File: config.mk
export PLATFORM = sky130hd
export DESIGN_NAME = mem_access_stage
export DESIGN_NICKNAME = d
export VERILOG_FILES = /design/src/rtl/mem_access_stage_pkg.sv /design/src/rtl/mem_access_stage_load_align_ext.sv /design/src/rtl/mem_access_stage.sv
export SDC_FILE = /design/constraint.sdc
export NUM_CORES = 1
export LEC_CHECK = 0
export CAP_MARGIN = 20
export CORE_MARGIN = 2
export CORE_UTILIZATION = 35
export DETAILED_ROUTE_END_ITERATION = 6
export PLACE_DENSITY = 0.65
export SYNTH_ARGS = -nofsm -noshare
export SYNTH_HDL_FRONTEND = slang
export SYNTH_HIERARCHICAL = 1
export SYNTH_SLANG_ARGS = --single-unit
File: constraint.sdc
create_clock -name clk -period 2.5 [get_ports clk]
set_input_delay 0.25 -clock clk [delete_from_list [all_inputs] [get_ports clk]]
set_output_delay 0.25 -clock clk [all_outputs]
set_load 0.03 [all_outputs]
File: src/rtl/mem_access_stage_pkg.sv
// Shared pipeline definitions: reset PC, load-op encodings and MEM-stage FSM states.
package mem_access_stage_pkg;

    localparam logic [31:0] PIPE_RESET_PC = 32'h1c000000;

    typedef enum logic [2:0] {
        LD_NONE = 3'd0,
        LD_B    = 3'd1,
        LD_H    = 3'd2,
        LD_W    = 3'd3,
        LD_BU   = 3'd4,
        LD_HU   = 3'd5
    } load_op_e;

    typedef enum logic [1:0] {
        MS_IDLE = 2'd0,
        MS_WAIT = 2'd1,
        MS_DONE = 2'd2
    } ms_state_e;

    // Encodings 6 and 7 are reserved and behave as "no load".
    function automatic logic is_load(input logic [2:0] op);
        return (op >= LD_B) && (op <= LD_HU);
    endfunction

endpackage

File: src/rtl/mem_access_stage_load_align_ext.sv
// Extracts the addressed byte/halfword from a 32-bit read word and sign/zero-extends it.
module load_align_ext
    import mem_access_stage_pkg::*;
(
    input  logic [2:0]  load_op,
    input  logic [1:0]  addr_lo,
    input  logic [31:0] raw,
    output logic [31:0] data
);

    logic [7:0]  byte_sel;
    logic [15:0] half_sel;

    always_comb begin
        case (addr_lo)
            2'd0:    byte_sel = raw[7:0];
            2'd1:    byte_sel = raw[15:8];
            2'd2:    byte_sel = raw[23:16];
            default: byte_sel = raw[31:24];
        endcase
        // Halfword select ignores addr[0]; misaligned halves are not faulted.
        half_sel = addr_lo[1] ? raw[31:16] : raw[15:0];

        case (load_op)
            LD_B:    data = {{24{byte_sel[7]}}, byte_sel};
            LD_H:    data = {{16{half_sel[15]}}, half_sel};
            LD_BU:   data = {24'd0, byte_sel};
            LD_HU:   data = {16'd0, half_sel};
            default: data = raw;
        endcase
    end

endmodule

File: src/rtl/mem_access_stage.sv
// MEM pipeline stage: holds one instruction, waits for the data SRAM response on loads
// and buffers the word when WB stalls so the response is never lost.
module mem_access_stage
    import mem_access_stage_pkg::*;
#(
    parameter logic [31:0] RESET_PC = PIPE_RESET_PC
) (
    input  logic        clk,
    input  logic        resetn,
    input  logic        es_to_ms_valid,
    input  logic [31:0] es_pc,
    input  logic [3:0]  es_rf_we,
    input  logic [4:0]  es_rf_waddr,
    input  logic [31:0] es_alu_result,
    input  logic [2:0]  es_load_op,
    input  logic        data_sram_rvalid,
    input  logic [31:0] data_sram_rdata,
    input  logic        ws_allow_in,
    output logic        ms_allow_in,
    output logic        ms_to_ws_valid,
    output logic [31:0] ms_pc,
    output logic [3:0]  ms_rf_we,
    output logic [4:0]  ms_rf_waddr,
    output logic [31:0] ms_rf_wdata,
    output logic        ms_fwd_valid,
    output logic        ms_fwd_busy
);

    ms_state_e   state, state_nxt;
    logic        ms_valid;
    logic        ms_ready_go;
    logic [31:0] ms_alu_result;
    logic [2:0]  ms_load_op;
    logic [31:0] ld_buf;
    logic [31:0] raw_data;
    logic [31:0] ext_data;
    logic        accept_load;

    assign ms_allow_in    = !ms_valid || (ms_ready_go && ws_allow_in);
    assign ms_to_ws_valid = ms_valid && ms_ready_go;
    assign ms_fwd_valid   = ms_valid && (ms_rf_we != 4'd0);
    assign accept_load    = ms_allow_in && es_to_ms_valid && is_load(es_load_op);

    always_ff @(posedge clk or negedge resetn) begin
        if (!resetn) begin
            ms_valid      <= 1'b0;
            ms_pc         <= RESET_PC;
            ms_rf_we      <= 4'd0;
            ms_rf_waddr   <= 5'd0;
            ms_alu_result <= 32'd0;
            ms_load_op    <= 3'd0;
        end else if (ms_allow_in) begin
            ms_valid      <= es_to_ms_valid;
            ms_pc         <= es_pc;
            ms_rf_we      <= es_rf_we;
            ms_rf_waddr   <= es_rf_waddr;
            ms_alu_result <= es_alu_result;
            ms_load_op    <= es_load_op;
        end
    end

    // Response arrived while WB is stalled: keep it until WB takes the instruction.
    always_ff @(posedge clk or negedge resetn) begin
        if (!resetn)
            ld_buf <= 32'd0;
        else if (state == MS_WAIT && data_sram_rvalid && !ws_allow_in)
            ld_buf <= data_sram_rdata;
    end

    always_ff @(posedge clk or negedge resetn) begin
        if (!resetn) state <= MS_IDLE;
        else         state <= state_nxt;
    end

    always_comb begin
        state_nxt = state;
        if (ms_allow_in)
            state_nxt = accept_load ? MS_WAIT : MS_IDLE;
        else if (state == MS_WAIT && data_sram_rvalid)
            state_nxt = MS_DONE;
    end

    always_comb begin
        ms_ready_go = 1'b1;
        raw_data    = ld_buf;
        ms_fwd_busy = 1'b0;
        case (state)
            MS_WAIT: begin
                ms_ready_go = data_sram_rvalid;
                raw_data    = data_sram_rdata;
                ms_fwd_busy = ms_valid && !data_sram_rvalid;
            end
            default: ;
        endcase
    end

    load_align_ext u_load_align_ext (
        .load_op (ms_load_op),
        .addr_lo (ms_alu_result[1:0]),
        .raw     (raw_data),
        .data    (ext_data)
    );

    assign ms_rf_wdata = is_load(ms_load_op) ? ext_data : ms_alu_result;

endmodule

==> flow_summary.toml <==
[pwr]
pwr-share-seq_pct = 28.1
p_per_area_nw_per_um2 = 891
power_frac_clock_pct = 16.6
peakVddDrop_mv = 0.525
p_int_w = 0.00539
combinationalPowerShare_pct = 55.3
fin_total_pwr_w = 0.00853
swShare_pct = 36.8
power_switching_w = 0.00314
leakagePower_nw = 4.41

[placement]
gp_congestion = 0.900
portBuffers = 189
pre_cts_ws_ns = -0.735
dpl.hpwl_um = 13700

[synthesis]
ys_async_sr_fraction_pct = 100
synth-simple-area-share_pct = 4.55
ys_seq_elements = 111
yosysUniqueCellTypes = 46
ys.flop_type = "dfrtp_1"
synth_warnings = 6
syn_nets = 596
synth_edf_count = 0
postSynthCellCount = 483
synthAdderAreaFrac_pct = 0
syn-cell-area_um2 = 6430
yosysSeqAreaShare_pct = 43.2
synth_xor_area_share_pct = 0.136
syn_avg_cell_area_um2 = 13.3
synth_compound_area_share_pct = 9.14
synthMuxAreaShare_pct = 37.8
synth_top_family_by_area = "multiplexers"

[floorplan]
row_count = 49
start_util_pct = 35.7
coreArea_um2 = 18000
fp.dieW_um = 140
die_h_um = 140
die-area_um2 = 19500
pin_count = 190

[clock_tree]
cts_max_level = 3
cts_root_buffer = "clkbuf_16"
clkSinkCount = 111
numCtsBuffers = 9
clk_pin_slew_worst_paths_ns = 0.08
cts_tree = "built"
worst_skew_pair.late_latency_ns = 0.35
clock_path_buffers = 2

[timing]
finalHoldViolCount = 0
max_freq_ghz = 0.307
finalCritPeriodShare_pct = 130
timing.final.ws_setup_ns = -0.761
fin_skew_ns = 0.00542
whs_ns = 0.489
drv_slew = 0
rsz0062_at_grt = "true"
setup_viol = 32
worst_slew_pin_slew_ns = 0.717
slew_headroom_pct = 52.2
min_period_ns = 3.26

[critical_path]
reg2reg_from = "state[1]"
crit_family = "multiplexers"
cp-end-kind = "primary output"
worst-path-max-fanout = 7
crit_path_start_kind = "flip-flop"
slowest_delay_ns = 0.59
slowest_stage = "mux4_2"
worstReg2RegEnd = "ms_alu_result[20]"
crit_arrival_ns = 3.01
worstPathRequired_ns = 2.25
critPathBufInv = 2
timing.critical_path.cells = "nand2b_4 -> mux2_4 -> mux4_2 -> nand2_4 -> buf_6 -> a21oi_2 -> a221o_1 -> mux2_4 -> buf_6"
critPathKind = "reg2out"
ff2ff_path_depth = 8
r2r_slack_ns = 0.50

[final_layout]
fin_nets = 833
area_delta_synth_final_pct = 48.9
fillers = 1508
n_antenna_cell = 0
drive_gt1_share_pct = 45.1

[global_route]
grt_pass1_vias = 5217
antenna_found_initial = 0
grt_pass1_wl_um = 28500
grt_max_degree = 56
grt_overflow = 0
grt.total_usage_pct = 18.7

[outcome]
failed_checks = "negative setup slack"
status = "finished, violations left"

[route]
wire_per_inst_um = 19.2
drc = 0
routed_via_density = 5.21
totalWireLength_um = 18300
postRouteAntennaNets = 0
vias = 4970
dr.pass1.iters = 5
first_iter_violations = 202

[flow_run]
max-cap-violations = 0

[worst_hold_path]
min_path_type = "in2async"
-- worst reg2reg max path, delay by kind of cell, from the launching register on --
kind	cells	cell delay (ns)
AO/OA/AOI/OAI	1	0.10
flip-flops	1	0.38
AND/OR/NAND/NOR	1	0.26
buffers and inverters	5	0.80
multiplexers	1	0.36
-- sequential cells by signal (all words and copies together), names as in the netlist --
signal	cells
ld_buf	32
ms_alu_result	32
ms_load_op	3
ms_pc	32
ms_rf_waddr	5
ms_rf_we	4
ms_valid	1
state	2
-- logic make-up (layout without fill, tap and decap cells) --
logic type,Yosys count,in the layout
DFF,111,111
AOI/OAI and AO/OA,79,79
muxes,183,183
xor gates and xnor gates,1,1
and+or+nand+nor,53,54
buffers and inverters,56,297
-- cells in the final DEF, fill, tap and decap left out, types with 3 or more instances in the layout --
cell type        synthesis  routed
buf_6                   11      31
clkbuf_16                0       9
buf_12                   0       8
mux2i_1                  3       3
o21ai_2                  0       9
mux4_2                   8       8
dfstp_2                  3       3
o31ai_1                  5       5
a21oi_1                 12       3
dfrtp_1                108     108
nand4_1                  5       5
mux2_4                  76     118
mux2_2                  92      52
and3_1                   6       6
a22oi_1                  6       6
nor2_1                   3       3
inv_1                   19      19
o21ai_0                 10       7
o21ai_1                 13       7
a221o_1                 25      25
clkdlybuf4s50_1          0     154
a21oi_2                  0       8
buf_4                    6      65
inv_6                    0       3
nand2_1                 21      21
-- metrics by stage --
step	area, um2	TNS (ns)	instances	util, %
2_1_floorplan	6600	-6.24	483	-
3_3_place_gp	8950	-15.26	924	49.7
5_1_grt	9580	-24.01	954	53.2
6_report	9580	-21.04	954	53.2
3_5_place_dp	8950	-16.16	924	49.7
4_1_cts	9490	-21.29	949	52.6
-- synthesized netlist by cell type, types with 2 or more instances --
cell type | n | area share (%)
mux2_4 | 76 | 18
buf_4 | 6 | 0.70
nand4_1 | 5 | 0.49
buf_2 | 12 | 0.93
and3_1 | 6 | 0.58
a221o_1 | 25 | 3.9
mux4_2 | 8 | 2.8
buf_6 | 11 | 1.9
inv_1 | 19 | 1.1
mux2_1 | 4 | 0.70
nor2_2 | 2 | 0.19
mux2_2 | 92 | 16
nand2b_1 | 2 | 0.19
o31ai_1 | 5 | 0.58
nor2_1 | 3 | 0.17
nor3_1 | 2 | 0.16
o21ai_1 | 13 | 1.0
dfrtp_1 | 108 | 42
nand2_1 | 21 | 1.2
nand3b_1 | 2 | 0.23
mux2i_1 | 3 | 0.47
a21o_1 | 2 | 0.23
a22oi_1 | 6 | 0.70
o21ai_0 | 10 | 0.78
dfstp_2 | 3 | 1.2
clkbuf_1 | 5 | 0.29
a21oi_1 | 12 | 0.93
a32o_1 | 2 | 0.31
-- layer usage --
layer / GRT usage (%) / part of all wire [%]
met2: 30.9 / 48
met3: 4.75 / 6.0
met1: 23.1 / 42
met4: 8.79 / 4.0
met5: 0 / 0
-- power by group through the flow --
| stage | Combinational [W] | Clock (W) | Sequential, W |
|---|---|---|---|
| after global placement | 0.00429 | 0 | 0.00241 |
| after CTS | 0.00465 | 0.00147 | 0.00240 |
| after detailed placement | 0.00435 | 0 | 0.00243 |
| after global routing | 0.00496 | 0.00155 | 0.00246 |
| final | 0.00471 | 0.00142 | 0.00240 |
| after floorplan | 0.00263 | 0 | 0.00257 |
-- repair_timing --
item                       CTS  global route
hold endpoints to repair    50             0
hold buffers                 1             0
gates cloned                 2             0
setup buffers                6             4
pin swaps                    6             7
setup endpoints to repair   32            32
resized for setup          111            17
-- final cells by class --
class                      instances  area [um2]  share of cell area (%)
multi-input combinational        317        3570                    37.3
clock buffer                      10         229                    2.39
inverter                          20        75.1                   0.784
clock inverter                     6        61.3                   0.640
tap                              229         287                    2.99
sequential                       111        2780                    29.0
timing repair buffer             261        2570                    26.9
-- worst max-delay path by stage --
stage	from	to	slack (ns)	cells after the start
floorplan	state[1]	ms_rf_wdata[17]	-0.24	10
global placement	data_sram_rdata[7]	ms_rf_wdata[26]	-0.69	8
detailed placement	data_sram_rdata[7]	ms_rf_wdata[20]	-0.73	8
CTS	state[1]	ms_rf_wdata[10]	-0.74	9
global route	state[0]	ms_rf_wdata[6]	-0.85	9
finish	state[1]	ms_rf_wdata[8]	-0.76	9
Power figures use the tool's default switching activity.
